<file path="config.mk">
export PLATFORM = sky130hd
export DESIGN_NAME = hms_button_ctrl
export DESIGN_NICKNAME = d
export VERILOG_FILES = /design/src/rtl/hms_button_ctrl.sv
export SDC_FILE = /design/constraint.sdc
export NUM_CORES = 1
export LEC_CHECK = 0
export CORE_ASPECT_RATIO = 1.75
export CORE_MARGIN = 2
export CORE_UTILIZATION = 39
export CTS_BUF_LIST = sky130_fd_sc_hd__clkbuf_16
export DETAILED_ROUTE_END_ITERATION = 12
export SETUP_SLACK_MARGIN = 0.2
export SLEW_MARGIN = 20
export SYNTH_ARGS = -nofsm -noshare
export SYNTH_HDL_FRONTEND = slang
export SYNTH_SLANG_ARGS = --single-unit
</file>
<file path="constraint.sdc">
create_clock -name clk -period 1.5 [get_ports clk]
set_input_delay 0.45 -clock clk [delete_from_list [all_inputs] [get_ports clk]]
set_output_delay 0.45 -clock clk [all_outputs]
set_load 0.05 [all_outputs]
</file>
<file path="src/rtl/hms_button_ctrl.sv">
// hms_button_ctrl -- button front-end for the hours/minutes/seconds watch core.
//
// Conditions four raw, bouncy, asynchronous push-buttons into clean,
// single-cycle, mutually exclusive command pulses.
//
// Pipeline per button: 2-FF synchronizer -> debouncer (stable level plus
// qualification counter) -> press-edge detector -> pending flag -> one shared
// priority arbiter (stop_run > next > inc > dec) -> registered output pulse.
//
// Optional feature: define AUTO_REPEAT_EN to add auto-repeat on inc/dec.
// The first repeat comes REPEAT_DELAY cycles after the press event, and later
// repeats come every REPEAT_PERIOD cycles while the button is held. When the
// macro is undefined, each press produces exactly one pulse.
//
// Ports:
//   clk           in   system clock
//   rst           in   asynchronous reset, active low
//   btn_stop_run  in   raw button, active high, asynchronous to clk
//   btn_next      in   raw button
//   btn_inc       in   raw button
//   btn_dec       in   raw button
//   stop_run      out  one-cycle command pulse
//   next          out  one-cycle command pulse
//   inc           out  one-cycle command pulse
//   dec           out  one-cycle command pulse
//   overrun       out  one-cycle pulse when an event merges into a pending one
module hms_button_ctrl #(
  parameter int DEBOUNCE_CYCLES = 4,
  parameter int REPEAT_DELAY    = 16,
  parameter int REPEAT_PERIOD   = 4
) (
  input  logic clk,
  input  logic rst,
  input  logic btn_stop_run,
  input  logic btn_next,
  input  logic btn_inc,
  input  logic btn_dec,
  output logic stop_run,
  output logic next,
  output logic inc,
  output logic dec,
  output logic overrun
);

  localparam int NB = 4;  // bit 0 stop_run, 1 next, 2 inc, 3 dec
  localparam int DW = (DEBOUNCE_CYCLES > 1) ? $clog2(DEBOUNCE_CYCLES) : 1;

  // The repeat reload value below assumes the period fits inside the delay.
  if (REPEAT_PERIOD < 1 || REPEAT_PERIOD > REPEAT_DELAY || DEBOUNCE_CYCLES < 1) begin : g_bad_params
    $error("hms_button_ctrl: need DEBOUNCE_CYCLES >= 1 and 1 <= REPEAT_PERIOD <= REPEAT_DELAY");
  end

  logic [NB-1:0] w_raw;
  logic [NB-1:0] r_sync1, r_sync2;
  logic [NB-1:0] r_stable, r_stable_d;
  logic [DW-1:0] r_db_cnt [NB];
  logic [DW-1:0] w_db_cnt_nxt [NB];
  logic [NB-1:0] w_stable_nxt;
  logic [NB-1:0] w_accept;
  logic [NB-1:0] w_rpt_evt;
  logic [NB-1:0] w_evt;
  logic [NB-1:0] w_req;
  logic [NB-1:0] w_grant;
  logic [NB-1:0] r_pend;
  logic [NB-1:0] r_out;
  logic          r_overrun;

  assign w_raw = {btn_dec, btn_inc, btn_next, btn_stop_run};

  // Debounce: a differing level must be seen DEBOUNCE_CYCLES times in a row;
  // any cycle that matches the stable level restarts qualification.
  always_comb begin
    w_stable_nxt = r_stable;
    w_accept     = '0;
    for (int i = 0; i < NB; i++) begin
      w_db_cnt_nxt[i] = '0;
      if (r_sync2[i] != r_stable[i]) begin
        if (r_db_cnt[i] == DW'(DEBOUNCE_CYCLES - 1)) begin
          w_accept[i]     = 1'b1;
          w_stable_nxt[i] = r_sync2[i];
        end else begin
          w_db_cnt_nxt[i] = r_db_cnt[i] + 1'b1;
        end
      end
    end
  end

`ifdef AUTO_REPEAT_EN
  localparam int HW = $clog2(REPEAT_DELAY + 2);

  logic [HW-1:0] r_hold [2];       // index 0 inc, 1 dec
  logic [HW-1:0] w_hold_nxt [2];
  logic [1:0]    w_rpt;
  logic          w_both;

  // Hold counter equals cycles since the press event. On reaching the delay it
  // reloads so that it returns to the delay value every REPEAT_PERIOD cycles.
  // A repeat falling in the cycle the debouncer accepts the release is dropped.
  always_comb begin
    w_both = r_stable[2] & r_stable[3];
    for (int i = 0; i < 2; i++) begin
      w_rpt[i]      = 1'b0;
      w_hold_nxt[i] = '0;
      if (r_stable[2+i] && !w_both) begin
        if (r_hold[i] == HW'(REPEAT_DELAY)) begin
          w_hold_nxt[i] = HW'(REPEAT_DELAY - REPEAT_PERIOD + 1);
          w_rpt[i]      = ~w_accept[2+i];
        end else begin
          w_hold_nxt[i] = r_hold[i] + 1'b1;
        end
      end
    end
  end

  always_ff @(posedge clk or negedge rst) begin
    if (!rst) begin
      r_hold[0] <= '0;
      r_hold[1] <= '0;
    end else begin
      r_hold[0] <= w_hold_nxt[0];
      r_hold[1] <= w_hold_nxt[1];
    end
  end

  assign w_rpt_evt = {w_rpt, 2'b00};
`else
  assign w_rpt_evt = '0;
`endif

  // Press is the stable rising edge; release produces nothing.
  assign w_evt   = (r_stable & ~r_stable_d) | w_rpt_evt;
  // Fresh events compete in the same cycle so an idle press is not delayed.
  assign w_req   = r_pend | w_evt;
  // Lowest set bit wins, which gives stop_run > next > inc > dec.
  assign w_grant = w_req & (~w_req + 1'b1);

  always_ff @(posedge clk or negedge rst) begin
    if (!rst) begin
      r_sync1    <= '0;
      r_sync2    <= '0;
      r_stable   <= '0;
      r_stable_d <= '0;
      r_pend     <= '0;
      r_out      <= '0;
      r_overrun  <= 1'b0;
      for (int i = 0; i < NB; i++) r_db_cnt[i] <= '0;
    end else begin
      r_sync1    <= w_raw;
      r_sync2    <= r_sync1;
      r_stable   <= w_stable_nxt;
      r_stable_d <= r_stable;
      r_pend     <= w_req & ~w_grant;
      r_out      <= w_grant;
      r_overrun  <= |(w_evt & r_pend);
      for (int i = 0; i < NB; i++) r_db_cnt[i] <= w_db_cnt_nxt[i];
    end
  end

  assign stop_run = r_out[0];
  assign next     = r_out[1];
  assign inc      = r_out[2];
  assign dec      = r_out[3];
  assign overrun  = r_overrun;

endmodule
</file>
# ---- Yosys cells after proc, flatten, opt, wreduce, memory -nomap -nowiden
# Cells that the tools add are included.
dict set report totals {
  ff_bits 33
  latchBits 0
  ramBits 0
  mem_bits_ro 0
  in_bits 6
  out_inout_bits 5
  wordCells 48
  n_memories 0
}
dict set report classes {
  addsub 5
  mul 0
  div 0
  n_lt_le_gt_ge 0
  n_eq_ne 8
  shift 0
  n_mux 8
  bitwise 8
  n_reduce_logical 5
}
# cell count
set ops {}
lappend ops {{bitwise AND 4 bit} 4}
lappend ops {{2-to-1 mux 2 bit} 8}
lappend ops {{inverter 4 bit} 3}
lappend ops {{adder 2 x 1 -> 2 bit (second input constant)} 4}
lappend ops {{equality test 2 bit (second input constant)} 4}
lappend ops {{AND reduction 2 bit} 4}
lappend ops {{adder 4 x 1 -> 4 bit (second input constant)} 1}
lappend ops {{!= test 1 bit} 4}
lappend ops {{bitwise OR 4 bit} 1}
lappend ops {{OR reduction 4 bit} 1}

# ---- Logic depth before layout (Yosys ltp)
# Gate-level depths: netlist of the first run.
dict set report depth {
  depth_word 8
  ltp_mapped 3
  depth_no_buf 3
}

# ---- Worst setup path before layout of the first run
# Ideal clock, no wire load.
dict set report synth_timing {
  path_kind {register -> output}
  start {reg r_out[3]}
  end {out dec}
  arrival_time_ns 0.586
  t_required_ns 1.050
  setup_slack_ns 0.464
  path_stages_with_launch 1
  path_buffers 0
  cell_sequence {dfrtp_1}
}
# item line_no
set synth_rtl {}
lappend synth_rtl {{start, declared} 65} ;# logic [NB-1:0] r_out;
lappend synth_rtl {{start signal, assigned} 153} ;# r_out <= w_grant;
lappend synth_rtl {{end, declared} 41} ;# output logic dec,
# No word-level cell between the ends.

# ---- Worst setup path in the final report of the first run
dict set report layout_timing {
  start {reg r_out[3]}
  end {out dec}
}
# No word-level cell between the ends.

==> impl_metrics.yaml, run 1 <==
status:
  status: "finished clean"
run:
  drv_cap: 0
timing:
  period_minus_slack_ns: 1.28
  worstMarginPinSlew_ns: 0.230
  finalHoldViolations: 0
  fmax_ghz: 0.784
  maxSlewHeadroom_pct: 84.6
  period_share_pct: 85.0
  drv_slew: 0
  setup_slack_ns: 0.225
  skew_ns: 0.00561
  tns_ns: 0
  hold_ws_ns: 0.345
  rsz0062_at_grt: "no"
  setup_viol: 0
clock_network:
  numCtsBuffers: 5
  cts_setup_buffers: 0
  cts.sinks: 32
  cts_buffer_depth: 2
  cts.repair.resized: 0
  clk_latency_ns: 0.27
  cts_tree: "built"
  cts_hold_buf: 0
  clkSlewWorstSetupHoldPaths_ns: 0.05
  clockRootBuffer: "clkbuf_16"
  htree_levels: 2
die:
  start_util_pct: 40.4
  pin_count: 11
  dieHeight_um: 73.9
  dieWidth_um: 43.9
  die-area_sq_um: 3240
  rows: 25
  core_sq_um: 2690
yosys:
  yosysTopAreaCellShare_pct: 73.6
  ys.flop_type: "dfrtp_1"
  syn_area_per_cell_sq_um: 15.8
  yosys_warnings: 0
  syn_nets: 79
  synth_seq_cells: 32
  synth_cell_types: 15
  synth_cells: 69
  synthArstFlopShare_pct: 100
  synth_edf_count: 0
  synth.most_common_cell: "dfrtp_1"
  seq_area_frac_synth_pct: 73.6
  syn_area_sq_um: 1090
  synth_common_cells: "dfrtp_1 (32), nor2b_1 (8), nor2_1 (5)"
  yosys-top-cells-area: "dfrtp_1 (74%), ha_1 (4.6%), nor2b_1 (4.6%), xnor2_1 (3.2%), mux2_1 (3.1%)"
  netlist.top_cell.by_area: "dfrtp_1"
setup_path:
  cp.depth: 1
  path_cells: "buf_12"
  timing.rr.end: "r_stable[0]"
  worstSetupEndpointType: "output pin"
  crit_start: "r_out[3]"
  cp_max_fo: 1
  worst-path-buf-inv: 1
  arrival_ns: 0.83
  critPathLaunchType: "register"
  crit_type: "reg -> out"
  cp_slowest_cell: "dfrtp_1"
  setup.worst_path.end: "dec"
  regToRegSetupSlack_ns: 0.47
  cpPeakStageDelay_ns: 0.40
  r2r_cells: 2
  r2r_start: "r_db_cnt[6]"
  cp.required_ns: 1.05
  crit_family: "flip-flops"
pwr:
  ir_drop_uv: 1190
  p_leak_nw: 0.669
  p_per_area_nw_per_um2: 2230
  total_power_mw: 3.19
drt:
  antenna_left: 0
  route.detailed.drc: 0
  drt_wl_total_um: 1410
  detail_route.wl_per_cell_um: 12.2
  via_per_inst: 4.87
  drt_pass1_iterations: 4
  drt-initial-drc-count: 9
  num_vias: 560
global_routing:
  grt_pass1_vias: 619
  grt_max_degree: 33
  grt_pass1_wl_um: 2570
  grt_antenna_before_repair: 0
  track_usage_pct: 11.7
  overflow: 0
cells_and_area:
  fin_nets: 97
  drive_gt1_share_pct: 17.0
  num_antenna_cells: 0
  instances_no_fill: 115
  fill_cells: 230
  synthToLayoutAreaGrowth_pct: 31.3
placement:
  dp_cells: 107
  dp_slack_ns: 0.471
  dpl.hpwl_um: 973
  place.gp.congestion: 0.626
  numPortBuffers: 10
worst_hold_path:
  hold_class: "reg -> reg"
==> worst register-to-register path, delay by kind of cell (launching register included) <==
| kind | cells | cell delay [ns] |
|---|---|---|
| flip-flops | 1 | 0.38 |
| multiplexers | 1 | 0.31 |
| adder cells (fa/ha/maj) | 1 | 0.22 |
==> where the power goes <==
group / internal [mW] / switching [mW]
registers: 1.16 / 0.189
clock network: 0.593 / 0.309
logic: 0.484 / 0.458
total: 2.23 / 0.956
==> per-stage QoR <==
stage	utilization [%]	cell area (sq um)
after global routing	53.1	1430
after detailed placement	48.0	1290
after CTS	53.1	1430
after global placement	48.0	1290
after floorplan	-	1090
final	53.1	1430
==> placed cells by master (no fill, tap or decap), drive strengths merged, types with 2 or more instances in the layout <==
cell type,count
nand2,2
nor3,5
nor2,5
inv,2
xnor2,4
nor2b,10
clkbuf,5
mux2,4
ha,4
buf,6
dfrtp,32
clkdlybuf4s50,5
==> cell families (layout without fill, tap and decap cells) <==
group           after synthesis  count (layout)  synth area share [%]
fa+ha+maj                     4               4                  4.60
compound gates                2               2                  1.15
flops                        32              32                  73.6
buf+inv                       0              19                     0
simple gates                 23              23                  13.2
mux                           4               4                  4.14
xor+xnor                      4               4                  3.22
==> how the worst min path moves through the flow <==
stage | from | endpoint | slack, ns | cells past startpoint
floorplan | rst | overrun | 0.15 | 0
global placement | r_sync1[3] | r_sync2[3] | 0.33 | 0
detailed placement | r_sync1[0] | r_sync2[0] | 0.34 | 0
CTS | r_sync1[0] | r_sync2[0] | 0.35 | 0
global route | r_sync1[0] | r_sync2[0] | 0.35 | 0
finish | r_sync1[0] | r_sync2[0] | 0.35 | 0
==> flip-flops by register name, indices dropped and copies added (netlist names) <==
register	cells
r_db_cnt	8
r_out	4
r_stable	4
r_stable_d	4
r_sync1	4
r_sync2	4
r_pend	3
overrun	1
==> metal layers <==
layer / vias up / track usage [%] / share of wire, % / wire length, um
li1: 263 / - / - / -
met2: 15 / 19.0 / 53 / 745
met4: 0 / 7.07 / 2.3 / 32
met5: - / 0 / 0 / 0
met3: 2 / 6.63 / 6.1 / 86
met1: 280 / 11.0 / 39 / 543
==> layout make-up <==
type | instances | area [sq um] | area share (%)
multi-input cells | 37 | 287 | 20.1
repair buffers | 11 | 170 | 11.9
flip-flops and latches | 32 | 801 | 56.1
well taps | 27 | 33.8 | 2.37
clock inverters | 3 | 11.3 | 0.789
clock buffers | 5 | 125 | 8.76
No activity file was read; power rests on OpenSTA's default activity.
==> run 2, diff against run 1 <==
ABC_AREA = 1   (was default)
CORE_UTILIZATION = 35   (was 39)
==> impl_metrics.yaml, run 2 <==
drt:
  drt_wl_total_um: 1480
  m1WireLength_um: 555
  routed-wl-met2_um: 808
  detail_route.wl_per_cell_um: 10.4
  via_per_inst: 4.29
  drt_pass1_iterations: 3
  met3_length_um: 79
  routed.top_layer: "met4"
  num_vias: 613
  route.detailed.drc: 0
  antenna_left: 0
  drt-initial-drc-count: 12
placement:
  post_dp_cell_area_sq_um: 1350
  dp_slack_ns: 0.482
  numPortBuffers: 10
  place.gp.congestion: 0.632
  dpl.hpwl_um: 1080
  dp_cells: 135
cells_and_area:
  final_cell_mix: "dfrtp_1 (32), inv_1 (14), nor2_1 (6), buf_12 (6)"
  largest_reg_flops: 8
  num_antenna_cells: 0
  stdcell_area_sq_um: 1480
  synthToLayoutAreaGrowth_pct: 32.1
  fill_cells: 293
  instances_no_fill: 143
  final_common_cell: "dfrtp_1"
  drive_gt1_share_pct: 24.0
  final_core_util_pct: 47.7
  regMostFlops: "r_db_cnt"
  fin_nets: 109
pwr:
  p_per_area_nw_per_um2: 2220
  ir_drop_uv: 1270
  total_power_mw: 3.29
  p_leak_nw: 0.717
run:
  drv_cap: 0
die:
  pin_count: 11
  start_util_pct: 36.1
  dieHeight_um: 78.9
  dieWidth_um: 46.8
  rows: 27
  core_sq_um: 3110
  die-area_sq_um: 3690
yosys:
  yosys-top-cells-area: "dfrtp_1 (71%), ha_1 (4.5%), inv_1 (4.0%), mux2_2 (4.0%), nor3_2 (3.6%)"
  synth_cells: 81
  seq_area_frac_synth_pct: 71.3
  syn_nets: 91
  synth_common_cells: "dfrtp_1 (32), inv_1 (12), nor2_1 (6)"
  synth_cell_types: 15
  ys.flop_type: "dfrtp_1"
  synth.most_common_cell: "dfrtp_1"
  synth_seq_cells: 32
  syn_area_per_cell_sq_um: 13.9
  synth_edf_count: 0
  netlist.top_cell.by_area: "dfrtp_1"
  synthArstFlopShare_pct: 100
  yosys_warnings: 0
  syn_area_sq_um: 1120
  yosysTopAreaCellShare_pct: 71.3
timing:
  maxSlewHeadroom_pct: 83.6
  drv_slew: 0
  setup_viol: 0
  setup_slack_ns: 0.232
  rsz0062_at_grt: "no"
  finalHoldViolations: 0
  fmax_ghz: 0.789
  worstMarginPinSlew_ns: 0.244
  tns_ns: 0
  hold_ws_ns: 0.341
  skew_ns: 0.00305
  period_share_pct: 84.5
  period_minus_slack_ns: 1.27
worst_hold_path:
  min_from: "r_sync1[2]"
  hold_class: "reg -> reg"
setup_path:
  cpPeakStageDelay_ns: 0.39
  worstSetupEndpointType: "output pin"
  worst-path-buf-inv: 1
  cp.required_ns: 1.05
  crit_family: "flip-flops"
  critPathLaunchType: "register"
  arrival_ns: 0.82
  cp_slowest_cell: "dfrtp_1"
  r2r_start: "r_db_cnt[2]"
  path_cells: "buf_12"
  crit_type: "reg -> out"
  cp_max_fo: 1
  crit_start: "r_out[0]"
clock_network:
  cts.repair.resized: 0
  clkSlewWorstSetupHoldPaths_ns: 0.05
  htree_levels: 2
  cts_setup_buffers: 0
  cts.sinks: 32
  cts_tree: "built"
  cts_buffer_depth: 2
  clk_latency_ns: 0.27
  clockRootBuffer: "clkbuf_16"
  cts_hold_buf: 0
  numCtsBuffers: 5
global_routing:
  grt_pass1_vias: 645
  grt_antenna_before_repair: 0
  grt_max_degree: 33
  overflow: 0
  track_usage_pct: 10.6
  grt_pass1_wl_um: 2710
status:
  status: "finished clean"
## run 2: changes by cell type after synthesis, sizes merged
cell    before  now
nor2         5    8
nor2b       10    0
a21oi        1    3
nand3        0    3
nand2        2    5
a22oi        1    0
inv          0   12
and3b        1    0
o211ai       0    1
## run 2: path summary, 6_finish.rpt
path	to	slack [ns]	cells after the start
worst min-delay path	r_sync2[2]	0.34	0
worst min register to register	r_sync2[2]	0.34	0
worst max register to register	r_stable[2]	0.49	2
min in group asynchronous	r_db_cnt[6]	0.54	2
max in group asynchronous	r_sync1[1]	0.79	2
worst max-delay path	stop_run	0.23	1
## run 2: layout make-up
cell class / count / area (sq um) / area share [%]
sequential: 32 / 801 / 54.0
multi-input combinational: 37 / 277 / 18.6
timing repair buffer: 11 / 170 / 11.5
clock buffer: 5 / 125 / 8.44
tap: 43 / 53.8 / 3.63
inverter: 12 / 45.0 / 3.04
clock inverter: 3 / 11.3 / 0.759
## run 2: routing by layer
| metal | GRT usage, % | vias up |
|---|---|---|
| met5 | 0 | - |
| met3 | 5.68 | 5 |
| met1 | 10.8 | 301 |
| met2 | 16.2 | 14 |
| li1 | - | 293 |
| met4 | 6.67 | 0 |
## run 2: power by group
| part | internal, mW | switching, mW |
|---|---|---|
| combinational | 0.482 | 0.561 |
| clock | 0.592 | 0.299 |
| sequential | 1.16 | 0.194 |
| total | 2.23 | 1.05 |
## run 2: kinds of logic (layout without fill, tap and decap cells)
logic type                 after synthesis  after routing  share of synthesized area (%)
AOI/OAI and AO/OA                        4              4                           2.01
and+or+nand+nor                         21             21                           11.0
buffers and inverters                   12             31                           4.01
DFF                                     32             32                           71.3
adders and majority gates                4              4                           4.46
muxes                                    4              4                           4.01
xor gates and xnor gates                 4              4                           3.12
==> RTL change 1 (settings of run 1) <==
Remove the register `r_overrun`: a continuous assignment takes its place, so the output `overrun` follows one clock earlier.
--- a/src/rtl/hms_button_ctrl.sv
+++ b/src/rtl/hms_button_ctrl.sv
@@ -143,5 +143,4 @@
       r_pend     <= '0;
       r_out      <= '0;
-      r_overrun  <= 1'b0;
       for (int i = 0; i < NB; i++) r_db_cnt[i] <= '0;
     end else begin
@@ -152,8 +151,9 @@
       r_pend     <= w_req & ~w_grant;
       r_out      <= w_grant;
-      r_overrun  <= |(w_evt & r_pend);
       for (int i = 0; i < NB; i++) r_db_cnt[i] <= w_db_cnt_nxt[i];
     end
   end
+
+  assign r_overrun = |(w_evt & r_pend);
 
   assign stop_run = r_out[0];
Formal check against the unedited RTL: same outputs for any inputs over 10 cycles, from zero or initial values and one cycle with rst low; that may be too few to reach the edited logic, so the function may still have changed.
==> RTL change 1 against run 1 <==
- the flow now finishes with violations (setup timing)
- global-route usage decreased by 0.063 points
- sequential cell count decreased by 1
- largest power group unchanged
- final area increased by 2.4%
- area after synthesis decreased by 2.3%
- wire length increased by 1.4%
- utilization increased by 1.9 points
- worst setup slack got worse by 360 ps
- total power increased by 3.9%
- sequential share of layout area decreased by 3.0 points
- clock power increased by 2.7%
- count of clock-buffer cells in the layout unchanged
- via count unchanged
- critical path type unchanged
- synthesized cell count decreased by 1.4%
- first-iteration DRC count decreased by 89%
==> RTL change 1: results (changes against run 1) <==
via count of the first global-routing pass=598 (was 619); met1 demand-to-capacity share in global routing=11.7% (was 11.0%); hold path startpoint=r_sync1[1] (was r_sync1[0]); Net Sw Frac=30.6% (was 30.0%); Setup Buffers After CTS=3 (was 0); result of the run=complete, but fails checks (was finished clean); Setup TNS Final=-132 ps (was 0 ps); layout-stage area growth over the synthesis result=37.6% (was 31.3%); violated checks=setup timing; Critical path origin=r_stable[3] (was r_out[3]); met2 usage=17.6% (was 19.0%); post-route met1 wirelength=564 µm (was 543 µm); sum of met2 wire segment lengths after detailed routing=742 µm (was 745 µm); maximum fanout along the worst path=2 (was 1); met3 global-route usage=5.20% (was 6.63%); fillcell total=200 (was 230); main area contributors after synthesis=sky130_fd_sc_hd__dfrtp_1, sky130_fd_sc_hd__ha_1, sky130_fd_sc_hd__nor2b_1, sky130_fd_sc_hd__mux2_1, sky130_fd_sc_hd__xnor2_1 (was sky130_fd_sc_hd__dfrtp_1, sky130_fd_sc_hd__ha_1, sky130_fd_sc_hd__nor2b_1, sky130_fd_sc_hd__xnor2_1, sky130_fd_sc_hd__mux2_1); pre-CTS setup slack=89.0 ps (was 471 ps); static leakage=0.683 nW (was 0.669 nW); unique cell type count in the Yosys netlist=14 (was 15); worst-case headroom to the max-slew limit=83.2% (was 84.6%); switching pwr=1.01 mW (was 956 µW); Post-Syn Nets=78 (was 79); Gate Count Post-Synth=68 (was 69); pin count of the biggest net entering global routing=32 (was 33); placed cell areas=1290 µm² (about the same); total of cells resized after clock tree synthesis=3 (was 0); Layout Skew=2.19 ps (was 5.61 ps); Post-Place Cells=106 (was 107); crit path setup slack, layout=-132 ps (was 225 ps); commonest cells in the synthesized netlist=sky130_fd_sc_hd__dfrtp_1, sky130_fd_sc_hd__nor2b_1, sky130_fd_sc_hd__nor2_1 (unchanged); DRC violation total after the first TritonRoute iteration=1 (was 9); proportion of layout cells with a drive suffix above 1=26.7% (was 17.0%); Worst EP arrival=1180 ps (was 830 ps); first-pass GRT wire length=2.56 mm (was 2.57 mm); Finished Layout Cells=117 (was 115); Setup-failing EPs final=1 (was 0); Setup crit end=overrun (was dec); total routing usage reported by global routing=11.6% (was 11.7%); metal3 WL=76 µm (was 86 µm); destination of the worst hold path=r_sync2[1] (was r_sync2[0]); Clock Power Share=28.0% (was 28.3%); post-synthesis sequential area ratio=73.0% (was 73.6%); maximum VDD drop=889 µV (was 1190 µV); portion of total power attributed to sequential cells=39.2% (was 42.2%); drt first pass iters=2 (was 4)
[RTL change 1: changes by cell type after synthesis]
cell                             run 1  this run
sky130_fd_sc_hd__mux2_1              3         4
sky130_fd_sc_hd__mux2_2              1         0
sky130_fd_sc_hd__dfrtp_1            32        31
[RTL change 1: cells by family (layout without fill, tap and decap cells)]
| logic type | count (synthesis) | count (layout) | synth area share (%) |
|---|---|---|---|
| AO/OA/AOI/OAI | 2 | 2 | 1.18 |
| XOR/XNOR | 4 | 4 | 3.30 |
| adder cells (fa/ha/maj) | 4 | 4 | 4.71 |
| buffers and inverters | 0 | 22 | 0 |
| flip-flops | 31 | 31 | 73.0 |
| multiplexers | 4 | 4 | 4.24 |
| AND/OR/NAND/NOR | 23 | 23 | 13.5 |
[RTL change 1: layout make-up]
| class | count | share of cell area (%) |
|---|---|---|
| clock buffers | 5 | 8.56 |
| clock inverters | 3 | 1.03 |
| multi-input cells | 37 | 21.8 |
| flip-flops and latches | 31 | 53.1 |
| well taps | 27 | 2.31 |
| repair buffers | 14 | 13.2 |
==> RTL change 2 (config.mk and constraints of run 1) <==
Made on the original files. The parameter `DEBOUNCE_CYCLES` goes from 4 to 2.
--- a/src/rtl/hms_button_ctrl.sv
+++ b/src/rtl/hms_button_ctrl.sv
@@ -26,5 +26,5 @@
 //   overrun       out  one-cycle pulse when an event merges into a pending one
 module hms_button_ctrl #(
-  parameter int DEBOUNCE_CYCLES = 4,
+  parameter int DEBOUNCE_CYCLES = 2,
   parameter int REPEAT_DELAY    = 16,
   parameter int REPEAT_PERIOD   = 4
Formal check against the unedited RTL: not equivalent (Yosys sat finds a counterexample within 10 cycles, from zero or initial values and one cycle with rst low).
==> RTL change 2 against run 1 <==
- sequential cell count shrank 4
- synthesized cell count shrank 17%
- sequential share of layout area grew 2.9 points
- utilization shrank 0.17 points
- register-to-register slack gained 20 ps
- final area shrank 17%
- largest power group unchanged
- area after synthesis shrank 17%
- wire length shrank 20%
- highest routed layer unchanged
- worst setup slack gained 18 ps
- critical path type unchanged
- total power shrank 19%
==> RTL change 2: results (changes against run 1) <==
result of the run=finished clean (unchanged); DRC violation total after the first TritonRoute iteration=10 (was 9); half-perimeter wire length of the detailed placement result=840 µm (was 973 µm); Layout Skew=3.38 ps (was 5.61 ps); fillcell total=183 (was 230); Layout Nets=79 (was 97); Routability Congestion=0.662 (was 0.626); htree depth=1 (was 2); Gate Count Post-Synth=57 (was 69); proportion of layout cells with a drive suffix above 1=16.7% (was 17.0%); pre-CTS setup slack=495 ps (was 471 ps); Worst Reg-to-Reg Cells=3 (was 2); pin count of the biggest net entering global routing=29 (was 33); maximum VDD drop=1130 µV (was 1190 µV); first-pass GRT wire length=1.89 mm (was 2.57 mm); total routing usage reported by global routing=10.8% (was 11.7%); Worst EP arrival=810 ps (was 830 ps); wire length after detailed routing=1.13 mm (was 1.41 mm); switching pwr=792 µW (was 956 µW); CTS Buf Count=3 (was 5); power consumed by the clock network=570 µW (was 902 µW); unique cell type count in the Yosys netlist=12 (was 15); main area contributors after synthesis=sky130_fd_sc_hd__dfrtp_1, sky130_fd_sc_hd__mux2_1, sky130_fd_sc_hd__xnor2_1, sky130_fd_sc_hd__nor2_1, sky130_fd_sc_hd__nor2b_1 (was sky130_fd_sc_hd__dfrtp_1, sky130_fd_sc_hd__ha_1, sky130_fd_sc_hd__nor2b_1, sky130_fd_sc_hd__xnor2_1, sky130_fd_sc_hd__mux2_1); placed cell areas=1110 µm² (was 1290 µm²); vias per cell=4.60 (was 4.87); commonest cells in the synthesized netlist=sky130_fd_sc_hd__dfrtp_1, sky130_fd_sc_hd__nor2_1, sky130_fd_sc_hd__mux2_1, sky130_fd_sc_hd__nor2b_1, sky130_fd_sc_hd__xnor2_1 (was sky130_fd_sc_hd__dfrtp_1, sky130_fd_sc_hd__nor2b_1, sky130_fd_sc_hd__nor2_1); capturing point of the worst reg2reg path=r_out[3] (was r_stable[0]); drt first pass iters=2 (was 4); Overall Power=2.58 mW (was 3.19 mW); Wirelength per Cell=11.6 µm (was 12.2 µm); worst-skew pair later-pin latency=250 ps (was 270 ps); crit path setup slack, layout=243 ps (was 225 ps); via count of the first global-routing pass=468 (was 619); post-synthesis sequential area ratio=77.2% (was 73.6%); Post-Place Cells=93 (was 107); worst-case headroom to the max-slew limit=85.7% (was 84.6%)
==> RTL change 2: metal layers <==
metal  share of wire, %  global-route usage [%]  vias up
met2                 58                    18.1       10
met1                 38                    10.6      223
li1                   -                       -      211
met4                1.4                    8.75        0
met5                  0                       0        -
met3                2.7                    1.97        2
==> RTL change 2: cells by family (layout without fill, tap and decap cells) <==
| kind of cell | after synthesis | count (layout) | synth area share, % |
|---|---|---|---|
| muxes | 4 | 4 | 4.97 |
| DFF | 28 | 28 | 77.2 |
| AOI/OAI and AO/OA | 2 | 2 | 1.38 |
| and+or+nand+nor | 19 | 19 | 12.6 |
| xor gates and xnor gates | 4 | 4 | 3.86 |
| buffers and inverters | 0 | 15 | 0 |
==> RTL change 2: cell type report <==
type | instances | area [µm²] | share of cell area [%]
clock inverter | 1 | 3.75 | 0.316
timing repair buffer | 11 | 170 | 14.3
multi-input combinational | 29 | 206 | 17.4
sequential | 28 | 701 | 59.0
clock buffer | 3 | 75.1 | 6.32
tap | 25 | 31.3 | 2.63
